**config.mk**
```make
export PLATFORM = sky130hd
export DESIGN_NAME = id_stage
export DESIGN_NICKNAME = d
export VERILOG_FILES = /design/src/rtl/id_stage.sv
export SDC_FILE = /design/constraint.sdc
export NUM_CORES = 1
export LEC_CHECK = 0
export CAP_MARGIN = 20
export CORE_MARGIN = 3
export CORE_UTILIZATION = 44
export DETAILED_ROUTE_END_ITERATION = 12
export HOLD_SLACK_MARGIN = 0.1
export PLACE_DENSITY = 0.82
export SYNTH_ARGS = -nofsm -noshare
export SYNTH_HDL_FRONTEND = slang
export SYNTH_SLANG_ARGS = --single-unit
```
**constraint.sdc**
```tcl
create_clock -name clk -period 5.15 [get_ports clk]
set_clock_uncertainty 0.1 [all_clocks]
set_input_delay 1.03 -clock clk [delete_from_list [all_inputs] [get_ports clk]]
set_output_delay 1.03 -clock clk [all_outputs]
set_load 0.02 [all_outputs]
```
**src/rtl/id_stage.sv**
```systemverilog
// Decode stage: instruction decode, GPR operand forwarding, branch resolution
// and load-use interlock, with a single registered ID/EX boundary.

module id_fwd (
  input  logic [4:0]  rd_addr,
  input  logic [31:0] gpr_data,
  input  logic        ex_en,
  input  logic        ex_gpr_we_,
  input  logic [4:0]  ex_dst,
  input  logic        ex_is_load,
  input  logic [31:0] ex_data,
  input  logic        mem_en,
  input  logic        mem_gpr_we_,
  input  logic [4:0]  mem_dst,
  input  logic [31:0] mem_data,
  output logic [31:0] data,
  output logic        load_hit
);
  logic ex_wr, mem_wr;

  assign ex_wr    = ex_en & ~ex_gpr_we_ & (ex_dst == rd_addr);
  assign mem_wr   = mem_en & ~mem_gpr_we_ & (mem_dst == rd_addr);
  // A load in EX has no data yet; it raises the interlock instead of forwarding.
  assign load_hit = ex_wr & ex_is_load;
  assign data     = (ex_wr & ~ex_is_load) ? ex_data :
                    mem_wr                ? mem_data : gpr_data;
endmodule

module id_stage (
  input  logic        clk,
  input  logic        reset_,
  input  logic        Stall,
  input  logic        Flush,
  input  logic [29:0] IFPC,
  input  logic [31:0] IFInsn,
  input  logic        IFEn,
  output logic [4:0]  GprRdAddr0,
  output logic [4:0]  GprRdAddr1,
  input  logic [31:0] GprRdData0,
  input  logic [31:0] GprRdData1,
  input  logic        ExEn,
  input  logic        ExGprWe_,
  input  logic [4:0]  ExDst,
  input  logic        ExIsLoad,
  input  logic [31:0] ExFwdData,
  input  logic        MemEn,
  input  logic        MemGprWe_,
  input  logic [4:0]  MemDst,
  input  logic [31:0] MemFwdData,
  output logic        BrTaken,
  output logic [29:0] BrAddr,
  output logic        LoadHazard,
  output logic [29:0] IDPC,
  output logic        IDEn,
  output logic [3:0]  IDAluOp,
  output logic [31:0] IDAluIn0,
  output logic [31:0] IDAluIn1,
  output logic [4:0]  IDDst,
  output logic        IDGprWe_,
  output logic [1:0]  IDMemOp,
  output logic [31:0] IDMemWrData,
  output logic        IDIllegal
);
  localparam logic [5:0] OP_ADD = 6'h01, OP_ADDI = 6'h02, OP_SUB = 6'h03,
                         OP_AND = 6'h04, OP_OR   = 6'h05, OP_XOR = 6'h06,
                         OP_LDW = 6'h10, OP_STW  = 6'h11, OP_BE  = 6'h18,
                         OP_BNE = 6'h19, OP_JR   = 6'h1A, OP_NOP = 6'h3F;

  localparam logic [3:0] ALU_NONE = 4'd0, ALU_ADD = 4'd1, ALU_SUB = 4'd2,
                         ALU_AND  = 4'd3, ALU_OR  = 4'd4, ALU_XOR = 4'd5;

  typedef struct packed {
    logic [3:0] alu_op;
    logic [4:0] dst;
    logic       gpr_we_;
    logic [1:0] mem_op;
    logic       illegal;
    logic       imm_b;
    logic       rd_ra;
    logic       rd_rb;
    logic       be;
    logic       bne;
    logic       jr;
  } dec_t;

  logic [5:0]       op;
  logic [4:0]       ra, rb, rc;
  logic [31:0]      sext;
  dec_t             dec;
  logic [1:0][4:0]  src_addr;
  logic [1:0][31:0] gpr_rd;
  logic [1:0][31:0] fwd;
  logic [1:0]       load_hit;
  logic             eq, cond, capture;

  assign op   = IFInsn[31:26];
  assign ra   = IFInsn[25:21];
  assign rb   = IFInsn[20:16];
  assign rc   = IFInsn[15:11];
  assign sext = {{16{IFInsn[15]}}, IFInsn[15:0]};

  always_comb begin
    dec = '{alu_op: ALU_NONE, dst: 5'd0, gpr_we_: 1'b1, mem_op: 2'd0,
            illegal: 1'b0, imm_b: 1'b0, rd_ra: 1'b0, rd_rb: 1'b0,
            be: 1'b0, bne: 1'b0, jr: 1'b0};
    case (op)
      OP_ADD, OP_SUB, OP_AND, OP_OR, OP_XOR: begin
        dec.dst     = rc;
        dec.gpr_we_ = 1'b0;
        dec.rd_ra   = 1'b1;
        dec.rd_rb   = 1'b1;
        case (op)
          OP_ADD:  dec.alu_op = ALU_ADD;
          OP_SUB:  dec.alu_op = ALU_SUB;
          OP_AND:  dec.alu_op = ALU_AND;
          OP_OR:   dec.alu_op = ALU_OR;
          default: dec.alu_op = ALU_XOR;
        endcase
      end
      OP_ADDI, OP_LDW: begin
        dec.alu_op  = ALU_ADD;
        dec.dst     = rb;
        dec.gpr_we_ = 1'b0;
        dec.imm_b   = 1'b1;
        dec.rd_ra   = 1'b1;
        dec.mem_op  = (op == OP_LDW) ? 2'd1 : 2'd0;
      end
      OP_STW: begin
        dec.alu_op = ALU_ADD;
        dec.imm_b  = 1'b1;
        dec.mem_op = 2'd2;
        dec.rd_ra  = 1'b1;
        dec.rd_rb  = 1'b1;
      end
      OP_BE, OP_BNE: begin
        dec.be    = (op == OP_BE);
        dec.bne   = (op == OP_BNE);
        dec.rd_ra = 1'b1;
        dec.rd_rb = 1'b1;
      end
      OP_JR: begin
        dec.jr    = 1'b1;
        dec.rd_ra = 1'b1;
      end
      OP_NOP:  ;
      default: dec.illegal = 1'b1;
    endcase
  end

  assign GprRdAddr0 = ra;
  assign GprRdAddr1 = rb;
  assign src_addr   = {rb, ra};
  assign gpr_rd     = {GprRdData1, GprRdData0};

  for (genvar i = 0; i < 2; i++) begin : g_src
    id_fwd u_fwd (
      .rd_addr    (src_addr[i]),
      .gpr_data   (gpr_rd[i]),
      .ex_en      (ExEn),
      .ex_gpr_we_ (ExGprWe_),
      .ex_dst     (ExDst),
      .ex_is_load (ExIsLoad),
      .ex_data    (ExFwdData),
      .mem_en     (MemEn),
      .mem_gpr_we_(MemGprWe_),
      .mem_dst    (MemDst),
      .mem_data   (MemFwdData),
      .data       (fwd[i]),
      .load_hit   (load_hit[i])
    );
  end

  assign LoadHazard = IFEn & ((dec.rd_ra & load_hit[0]) | (dec.rd_rb & load_hit[1]));

  assign eq      = (fwd[0] == fwd[1]);
  assign cond    = (dec.be & eq) | (dec.bne & ~eq) | dec.jr;
  assign BrTaken = IFEn & ~LoadHazard & cond;
  assign BrAddr  = dec.jr ? fwd[0][31:2] : (IFPC + 30'd1 + sext[29:0]);

  assign capture = IFEn & ~LoadHazard;

  // Bubbles only clear the fields that can cause side effects downstream.
  always_ff @(posedge clk) begin
    if (!reset_) begin
      IDPC        <= '0;
      IDEn        <= 1'b0;
      IDAluOp     <= '0;
      IDAluIn0    <= '0;
      IDAluIn1    <= '0;
      IDDst       <= '0;
      IDGprWe_    <= 1'b1;
      IDMemOp     <= '0;
      IDMemWrData <= '0;
      IDIllegal   <= 1'b0;
    end else if (Flush || (!Stall && !capture)) begin
      IDEn      <= 1'b0;
      IDGprWe_  <= 1'b1;
      IDMemOp   <= '0;
      IDIllegal <= 1'b0;
    end else if (!Stall) begin
      IDPC        <= IFPC;
      IDEn        <= 1'b1;
      IDAluOp     <= dec.alu_op;
      IDAluIn0    <= fwd[0];
      IDAluIn1    <= dec.imm_b ? sext : fwd[1];
      IDDst       <= dec.dst;
      IDGprWe_    <= dec.gpr_we_;
      IDMemOp     <= dec.mem_op;
      IDMemWrData <= fwd[1];
      IDIllegal   <= dec.illegal;
    end
  end
endmodule

```
==> results_dict.tcl, run 1 <==
set metrics [dict create \
    dieHeight_um 152 \
    dr.pass1.iters 6 \
    met3_usage_pct 8.83 \
    yosysUniqueCellTypes 63 \
    drt-initial-drc-count 1170 \
    setup_viol 1 \
    grt.busiest_layer "met2" \
    grt_usage_pct 38.4 \
    setup_tns_ps -38.4 \
    holdPathEnd "IDEn$_SDFFE_PP0N_" \
    p_int_mw 2.46 \
    rows 52 \
    layout_common_cells "336 x clkdlybuf4s50_1, 281 x nand2_1, 229 x buf_4" \
    postSynthAreaPerCell_um2 7.52 \
    ff2ff_path_depth 3 \
    postSynthCellCount 1251 \
    drc 0 \
    reg2reg_from "IDAluIn0[30]$_SDFFE_PN0P_" \
    r2r_slack_ps 4320 \
    hpwl_um 35700 \
    drive_above_1_share_pct 20.8 \
    cts_tree "done" \
    rsz0062_at_grt "yes" \
    core-area_mm2 0.0206 \
    ant_nets 0 \
    grt_util_met1_pct 47.6 \
    fin_crit_ps 5190 \
    cts.path.max_buffers 2 \
    synth_flop_cell "dfxtp_1" \
    path_common_cell "buf_4" \
    violations "negative setup slack" \
    ys_warn_count 0 \
    critPathRequiredTime_ps 5380 \
    arrival_ps 5410 \
    final_common_cell "clkdlybuf4s50_1" \
    clk_pin_slew_ps 70 \
    ys_seq_area_share_pct 29.6 \
    async_flop_share_pct 0 \
    sequentialPowerShare_pct 30.6 \
    path_max_fanout 6 \
    grt_pass1_vias 11700 \
    pwr-share-clk_pct 35.0 \
    post-route-period-util_pct 101 \
    maxSlewHeadroom_pct 43.6 \
    crit_path_max_incr_delay_ps 320 \
    fmax_ghz 0.193 \
    grt_pass1_wl_um 70000 \
    p_switching_mw 1.26 \
    cts_root_buf "clkbuf_16" \
    vias_per_cell 5.87 \
    slowest_stage "a2111o_1" \
    wl_per_cell_um 23.2 \
    vias 12300 \
    regToRegEndpoint "IDAluIn0[30]$_SDFFE_PN0P_" \
    die_w_um 152 \
    timing.final.ws_setup_ps -38.4 \
    combPwrFrac_pct 34.4 \
    start_kind "input pin" \
    maxCapViolations 0 \
    use_met2_pct 63.9 \
    grt-ovfl-total 0 \
    power.leakage_nw 6.85 \
    area_growth_syn_to_layout_pct 74.1 \
    start_util_pct 45.6 \
    numCtsBuffers 17 \
    io_pins 392 \
    gp_congestion 0.983 \
    clock-sinks 139 \
    h-tree-depth 4 \
    die_area_mm2 0.0232 \
    grt_max_degree 124 \
    final_max_slew_viol_count 0 \
    min_from "IDEn$_SDFFE_PP0N_" \
    swShare_pct 33.9 \
    min_path_type "register to register" \
    portBuffers 390 \
    ir_worst_vdd_uv 279 \
    power.density_mw_per_mm2 227 \
    synth_nets 1491 \
    whs_ps 356 \
    antenna_found_initial 3 \
    nets 2040 \
    status "complete, but fails checks" \
    synth-edff-count 0 \
    final_core_util_pct 79.4 \
    worst_pin_slew_ps 844 \
    worst_skew_pair.late_latency_ps 430 \
    wirelength_um 48500 \
    path_class "input pin to register" \
    worstSetupEndpointType "register" \
    hold_violations 0 \
    hold_depth 2 \
    synth_seq_cells 139 \
    syn_area_mm2 0.00940 \
]
==> per-stage QoR <==
stage                     total power, mW  std cells  cell area [um^2]  worst slack [ps]
after global placement               2.36       2013             14900              -713
final                                3.72       2087             16400             -38.4
after detailed placement             2.37       2013             14900              -744
after global routing                 3.82       2086             16400             -83.8
after CTS                            3.66       2072             15900              -172
after floorplan                      1.69       1251              9400               279
==> flip-flops by register name (all words and copies together), names as in the netlist <==
| name | count |
|---|---|
| IDAluIn1 | 32 |
| IDAluOp | 3 |
| IDMemOp | 2 |
| IDIllegal | 1 |
| IDPC | 30 |
| IDDst | 5 |
| IDEn | 1 |
| IDAluIn0 | 32 |
| IDGprWe_ | 1 |
| IDMemWrData | 32 |
==> critical path: cells and delay by family <==
family,cells,cell delay (ps)
AOI/OAI and AO/OA,4,700
buffers and inverters,23,2990
and+or+nand+nor,3,390
muxes,1,260
==> worst max path at each step <==
| stage | slack (ps) | from | depth (start not counted) | endpoint |
|---|---|---|---|---|
| 6_report | -40 | MemDst[1] | 31 | IDAluIn1[25]$_SDFFE_PN0P_ |
| 5_1_grt | -80 | MemDst[1] | 31 | IDAluIn1[25]$_SDFFE_PN0P_ |
| 4_1_cts | -170 | IFPC[0] | 17 | BrAddr[28] |
| 3_5_place_dp | -740 | IFInsn[0] | 17 | BrAddr[28] |
| 3_3_place_gp | -710 | IFInsn[0] | 17 | BrAddr[28] |
| 2_1_floorplan | 280 | IFInsn[0] | 14 | BrAddr[28] |
==> logic make-up after synthesis <==
logic type / after synthesis / share of synthesized area [%]
simple gates: 440 / 20.3
compound gates: 397 / 28.2
flops: 139 / 29.6
buf+inv: 121 / 5.71
xor+xnor: 74 / 6.89
mux: 49 / 5.22
fa+ha+maj: 30 / 4.07
other cells: 1 / 0.0399
==> metal layers <==
metal	wire length (um)	vias to the layer above
met5	0	-
met3	5250	180
met1	18500	5759
met2	22200	820
met4	2510	0
li1	-	5500
==> synth_stat cells, drive strengths merged, types with 2 or more instances <==
cell / n / area share (%)
a2111oi: 2 / 0.19
a211oi: 6 / 0.48
a21boi: 89 / 7.1
a21o: 9 / 0.72
a21oi: 68 / 3.6
a221oi: 5 / 0.47
a2bb2oi: 14 / 1.3
a31oi: 37 / 2.5
and2: 14 / 0.93
and3: 2 / 0.13
and4: 2 / 0.19
buf: 29 / 2.0
clkbuf: 77 / 3.1
dfxtp: 139 / 30
ha: 29 / 3.9
inv: 15 / 0.60
mux2i: 49 / 5.2
nand2: 281 / 11
nand2b: 6 / 0.40
nand3: 20 / 1.1
nand4: 12 / 0.80
nor2: 62 / 2.5
nor2b: 9 / 0.60
nor3: 10 / 0.65
nor3b: 10 / 0.80
nor4: 3 / 0.20
nor4b: 2 / 0.25
o211a: 31 / 3.3
o21a: 4 / 0.32
o21ai: 102 / 5.6
o21bai: 6 / 0.48
o2bb2ai: 10 / 0.93
o311ai: 2 / 0.19
o31ai: 2 / 0.16
or3: 2 / 0.13
xnor2: 48 / 4.5
xor2: 26 / 2.4
==> power by group through the flow <==
stage	registers [mW]	clock network [mW]	logic (mW)
2_1_floorplan	1.21	0	0.482
3_3_place_gp	1.16	0	1.20
3_5_place_dp	1.16	0	1.21
4_1_cts	1.14	1.30	1.22
5_1_grt	1.14	1.34	1.34
6_report	1.14	1.30	1.28
==> timing repair <==
action	in CTS	in global routing
setup endpoints to repair	21	21
pin swaps	17	39
gates resized for setup	111	72
cloned	2	6
hold buffers	0	0
setup buffers	25	6
==> cell type report <==
| cell class | instances | area, um^2 |
|---|---|---|
| Fill cell | 1478 | 4250 |
| Inverter | 15 | 56.3 |
| Clock inverter | 13 | 150 |
| Antenna cell | 4 | 10.0 |
| Clock buffer | 19 | 453 |
| Timing Repair Buffer | 636 | 6060 |
| Sequential cell | 139 | 2780 |
| Tap cell | 270 | 338 |
| Multi-Input combinational cell | 991 | 6520 |
Note: power is estimated with default switching activity, not from simulation.
==> inputs of run 2 (changes only) <==
--- a/config.mk
+++ b/config.mk
@@ -11,6 +11,7 @@
 export DETAILED_ROUTE_END_ITERATION = 12
 export HOLD_SLACK_MARGIN = 0.1
 export PLACE_DENSITY = 0.82
+export SLEW_MARGIN = 25
 export SYNTH_ARGS = -nofsm -noshare
 export SYNTH_HDL_FRONTEND = slang
 export SYNTH_SLANG_ARGS = --single-unit
==> constraint.sdc (replaced) <==
create_clock -name clk -period 5.15 [get_ports clk]
set_clock_uncertainty 0.1 [all_clocks]
set_input_delay 1.03 -clock clk [delete_from_list [all_inputs] [get_ports clk]]
set_output_delay 1.03 -clock clk [all_outputs]
set_load 0.05 [all_outputs]
==> run 2 against run 1 <==
The flow now finishes without violations; combinational power up 24%; first-iteration DRC count grew 3.6%; setup slack gained 89 ps; critical path depth is 18 lower; register-to-register slack about the same; hold slack worse by 6.0 ps; critical path type is now input pin to output port; critical endpoint is now BrTaken.
==> results_dict.tcl, run 2 (same netlist as run 1, synthesis figures left out) <==
set metrics [dict create \
    grt_max_degree 156 \
    path_max_fanout 35 \
    met3_usage_pct 9.74 \
    p_switching_mw 1.50 \
    cts.path.max_buffers 2 \
    drive_above_1_share_pct 19.9 \
    worst_skew_pair.late_latency_ps 440 \
    path_common_cell "buf_12" \
    power.leakage_nw 6.69 \
    path_depth 13 \
    rows 52 \
    final_common_cell "clkdlybuf4s50_1" \
    h-tree-depth 4 \
    use_met2_pct 59.5 \
    grt.busiest_layer "met2" \
    multi_input_area_mm2 0.00666 \
    ant_nets 0 \
    grt-ovfl-total 0 \
    grt_usage_pct 37.1 \
    grt_pass1_wl_um 67400 \
    pwr-share-clk_pct 32.1 \
    setup_viol 0 \
    core-area_mm2 0.0206 \
    wirelength_um 47100 \
    path_class "input pin to output port" \
    ir_worst_vdd_uv 247 \
    top_regs "IDAluIn0: 32 flops, IDAluIn1: 32 flops, IDMemWrData: 32 flops" \
    combPwrFrac_pct 39.5 \
    maxSlewHeadroom_pct 37.9 \
    wl_per_cell_um 23.2 \
    crit_family "simple AND/OR/NAND/NOR gates" \
    cts_tree "done" \
    setup_tns_ps 0 \
    cts_hold_buffers 0 \
    numCtsBuffers 17 \
    fin_crit_ps 5100 \
    drc 0 \
    hold_violations 0 \
    nets 1984 \
    worstSetupEndpointType "output port" \
    layout_common_cells "329 x clkdlybuf4s50_1, 281 x nand2_1, 178 x buf_4" \
    swShare_pct 37.5 \
    vias_per_cell 5.84 \
    clock-sinks 139 \
    post-route-period-util_pct 99.0 \
    drt-initial-drc-count 1212 \
    gp_congestion 0.990 \
    grt_pass1_vias 11300 \
    slowest_stage "clkdlybuf4s50_1" \
    hold_depth 2 \
    portBuffers 390 \
    crit_chain "clkdlybuf4s50_1, xnor2_1, nand3_2, or2_4, buf_12, nor2_1, a31oi_2, xnor2_2, nand4_1, nor4_2, a21oi_2, mux2i_2, buf_12" \
    power.density_mw_per_mm2 248 \
    ff2ff_path_depth 2 \
    status "finished clean" \
    reg2reg_from "IDMemWrData[22]$_SDFFE_PN0P_" \
    antenna_found_initial 5 \
    grt_util_met1_pct 45.8 \
    seq_area_mm2 0.00278 \
    start_util_pct 45.6 \
    p_int_mw 2.51 \
    dr.pass1.iters 6 \
    critPathRequiredTime_ps 4020 \
    min_path_type "register to register" \
    fmax_ghz 0.196 \
    final_max_slew_viol_count 0 \
    start_kind "input pin" \
    crit_start "ExDst[0]" \
    die_w_um 152 \
    hpwl_um 35000 \
    crit_path_max_incr_delay_ps 460 \
    maxCapViolations 0 \
    dieHeight_um 152 \
    p_total_mw 4.02 \
    worst_pin_slew_ps 931 \
    crit_buf_inv 3 \
    die_area_mm2 0.0232 \
    sequentialPowerShare_pct 28.4 \
    area_growth_syn_to_layout_pct 72.3 \
    vias 11900 \
    arrival_ps 3970 \
    fillers 1467 \
    io_pins 392 \
    clk_pin_slew_ps 70 \
    cts_root_buf "clkbuf_16" \
    min_from "IDEn$_SDFFE_PP0N_" \
]
-- run 2: final cells by class --
class / instances / share of cell area [%]
Multi-Input combinational cell: 991 / 41.1
Timing Repair Buffer: 580 / 35.6
Sequential cell: 139 / 17.2
Clock buffer: 17 / 2.63
Tap cell: 270 / 2.09
Clock inverter: 15 / 1.03
Inverter: 15 / 0.348
Antenna cell: 3 / 0.0463
-- run 2: repair_timing --
action | in CTS | in global routing
pin swaps | 19 | 36
gates resized for setup | 52 | 92
gates cloned | 1 | 0
buffers inserted | 6 | 9
setup endpoints to repair | 16 | 13
-- run 2: worst paths after layout --
kind | end | slack (ps)
setup / recovery | BrTaken | 50
hold / removal | IDEn$_SDFFE_PP0N_ | 350
setup reg to reg | IDMemWrData[22]$_SDFFE_PN0P_ | 4330
hold reg to reg | IDEn$_SDFFE_PP0N_ | 350
-- run 2: worst register-to-register path: cells and delay by family (launching register included) --
family	cells	cell delay [ps]
DFF	1	410
AOI/OAI and AO/OA	1	160
and+or+nand+nor	1	90
-- run 2: power by group through the flow --
stage | Sequential [mW] | Clock, mW | Combinational [mW]
final | 1.14 | 1.29 | 1.59
after global routing | 1.14 | 1.34 | 1.65
after CTS | 1.14 | 1.29 | 1.52
after detailed placement | 1.16 | 0 | 1.49
after global placement | 1.16 | 0 | 1.48
after floorplan | 1.30 | 0 | 0.608
-- run 2: per-stage QoR --
step	hold slack [ps]	setup slack, ps	instance area [um^2]	util [%]	instances
3_3_place_gp	338	-407	14900	72.2	1981
6_report	350	50.5	16200	78.6	2030
3_5_place_dp	343	-465	14900	72.2	1981
5_1_grt	372	-70.1	16200	78.6	2030
4_1_cts	353	1.22	15700	76.2	2020
2_1_floorplan	566	32.0	9410	-	1251
-- run 2: routing by layer --
metal	vias up	wire length [um]
li1	5367	-
met1	5502	17600
met2	789	21100
met4	4	3320
met3	201	4990
met5	-	21
==> inputs of run 3 (changes only) <==
--- a/config.mk
+++ b/config.mk
@@ -6,11 +6,12 @@
 export NUM_CORES = 1
 export LEC_CHECK = 0
 export CAP_MARGIN = 20
-export CORE_MARGIN = 3
-export CORE_UTILIZATION = 44
+export CORE_AREA = 3 3 153 155
+export CTS_BUF_LIST = sky130_fd_sc_hd__clkbuf_2
 export DETAILED_ROUTE_END_ITERATION = 12
+export DIE_AREA = 0 0 156 158
 export HOLD_SLACK_MARGIN = 0.1
-export PLACE_DENSITY = 0.82
+export PLACE_DENSITY = 0.79
 export SLEW_MARGIN = 25
 export SYNTH_ARGS = -nofsm -noshare
 export SYNTH_HDL_FRONTEND = slang
==> run 3 against run 2 <==
The flow now finishes with violations (negative setup slack); sequential share of layout area shrank 0.079 points; non-clock buffer count is 26 higher; global-route usage down 0.89 points; cell count is 1.8% higher; clock power decreased by 41%; sequential power about the same; wire length grew 3.0%; via count is 1.9% higher; die area grew 6.4%; register-to-register slack got worse by 50 ps; critical endpoint unchanged; largest cell class unchanged.
==> results_dict.tcl, run 3 (same netlist as run 1, synthesis figures left out) <==
set metrics [dict create \
    worst_pin_slew_ps 838 \
    vias_per_cell 5.85 \
    grt_usage_pct 36.2 \
    top_regs "IDAluIn0: 32 flops, IDAluIn1: 32 flops, IDMemWrData: 32 flops" \
    r2r_slack_ps 4280 \
    portBuffers 390 \
    drt-initial-drc-count 1348 \
    numCtsBuffers 17 \
    wl_per_cell_um 23.5 \
    cts_hold_buffers 0 \
    dr.pass1.iters 6 \
    fin_crit_ps 5170 \
    maxCapViolations 0 \
    hold_violations 0 \
    layout_common_cells "327 x clkdlybuf4s50_1, 280 x nand2_1, 193 x buf_4" \
    setup_viol 1 \
    dieHeight_um 158 \
    hpwl_um 36300 \
    final_max_slew_viol_count 0 \
    clk_pin_slew_ps 270 \
    timing.final.ws_setup_ps -16.7 \
    cts_tree "done" \
    start_kind "input pin" \
    io_pins 392 \
    die_w_um 156 \
    critPathRequiredTime_ps 4020 \
    rows 54 \
    ff2ff_path_depth 2 \
    core-area_mm2 0.0220 \
    arrival_ps 4040 \
    dp_cells 2011 \
    grt-ovfl-total 0 \
    p_switching_mw 1.50 \
    rsz0062_at_grt "yes" \
    nets 2011 \
    final_common_cell "clkdlybuf4s50_1" \
    h-tree-depth 4 \
    power.leakage_nw 6.67 \
    path_max_fanout 12 \
    area_growth_syn_to_layout_pct 73.1 \
    cts.path.max_buffers 2 \
    pwr-share-clk_pct 21.4 \
    status "complete, but fails checks" \
    min_path_type "register to register" \
    wirelength_um 48500 \
    violations "negative setup slack" \
    path_class "input pin to output port" \
    sequentialPowerShare_pct 32.4 \
    final_core_util_pct 74.1 \
    gp_congestion 1.06 \
    crit_start "ExDst[0]" \
    fmax_ghz 0.194 \
    ant_nets 0 \
    p_int_mw 2.03 \
    clock-sinks 139 \
    crit_end "BrTaken" \
    power.density_mw_per_mm2 217 \
    drc 0 \
    reg2reg_from "IDAluIn0[18]$_SDFFE_PN0P_" \
    vias 12100 \
    start_util_pct 42.8 \
    regToRegEndpoint "IDAluIn0[18]$_SDFFE_PN0P_" \
    grt_pass1_wl_um 67800 \
    grt_max_degree 114 \
    maxSlewHeadroom_pct 44.1 \
    ir_worst_vdd_uv 152 \
    worstSetupEndpointType "output port" \
    cts_root_buf "clkbuf_2" \
    instances_no_fill 2066 \
    grt_pass1_vias 11300 \
    worst_skew_pair.late_latency_ps 820 \
    die_area_mm2 0.0246 \
    swShare_pct 42.5 \
    combPwrFrac_pct 46.2 \
    drive_above_1_share_pct 22.3 \
    antenna_found_initial 3 \
    post-route-period-util_pct 100 \
]
[run 3: cell types whose count changed in the layout (fill, tap and decap cells not counted), moves of 6 or more]
cell and change:
dlymetal6s2s_1 -10, buf_4 +15, dlygate4sd2_1 +8, a31oi_2 -7, clkbuf_2 +16, clkinv_8 +6
buf_6 +6, clkbuf_16 -16, o21ai_0 -8, o21ai_2 +7
[run 3: routing by layer]
layer,GRT usage (%),part of all wire (%),vias to the layer above
met1,43.1,37,5645
li1,-,-,5425
met4,16.8,5.5,0
met2,59.8,46,828
met3,11.2,12,193
met5,0,0,-
[run 3: cell type report]
type / count / area (um^2)
timing repair buffer: 606 / 6020
clock buffer: 17 / 85.1
multi-input combinational: 992 / 6780
tap: 280 / 350
sequential: 139 / 2780
inverter: 15 / 56.3
clock inverter: 15 / 194
fill: 1606 / 5680
antenna: 2 / 5.00
[run 3: worst max-delay path, cell delays in order]
cell	delay, ps
clkdlybuf4s50_1	490
xor2_1	200
nor3_2	170
and3_4	230
buf_12	150
buf_12	140
nand2_1	80
o21ai_2	110
xor2_2	220
nand4_1	190
nor4_2	370
a21oi_2	160
mux2i_1	210
buf_4	160
buf_12	130
[run 3: worst min path at each step]
stage                                      start                      endpoint  slack (ps)  cells past startpoint
floorplan                      IDEn$_SDFFE_PP0N_             IDEn$_SDFFE_PP0N_         570                      2
global placement               IDEn$_SDFFE_PP0N_             IDEn$_SDFFE_PP0N_         340                      2
detailed placement  IDMemWrData[25]$_SDFFE_PN0P_  IDMemWrData[25]$_SDFFE_PN0P_         340                      2
CTS                 IDMemWrData[25]$_SDFFE_PN0P_  IDMemWrData[25]$_SDFFE_PN0P_         370                      2
global route                            IFPC[15]         IDPC[15]$_SDFFE_PN0P_         360                      3
finish              IDMemWrData[25]$_SDFFE_PN0P_  IDMemWrData[25]$_SDFFE_PN0P_         370                      2
[run 3: through the flow]
stage / setup WS (ps) / area (um^2) / hold WS (ps) / setup TNS, ps / total power [mW]
after floorplan: 32.0 / 9410 / 566 / 0 / 1.91
final: -16.7 / 16300 / 372 / -16.7 / 3.53
after detailed placement: -465 / 15100 / 344 / -2470 / 2.69
after global placement: -425 / 15100 / 338 / -1790 / 2.68
after global routing: -102 / 16300 / 361 / -115 / 3.65
after CTS: 0.818 / 15800 / 372 / 0 / 3.48
[run 3: power by group through the flow]
stage	sequential, mW	combinational, mW	clock, mW
after CTS	1.14	1.57	0.761
final	1.14	1.63	0.757
after global placement	1.16	1.52	0
after detailed placement	1.16	1.53	0
after floorplan	1.30	0.608	0
after global routing	1.15	1.69	0.805
[run 3: what timing repair did]
item / in CTS / in global routing
setup buffers: 8 / 12
pin swaps: 39 / 35
cloned: 1 / 2
hold endpoints to repair: 0 / 0
endpoints found under the setup margin: 14 / 11
gates resized for setup: 129 / 73
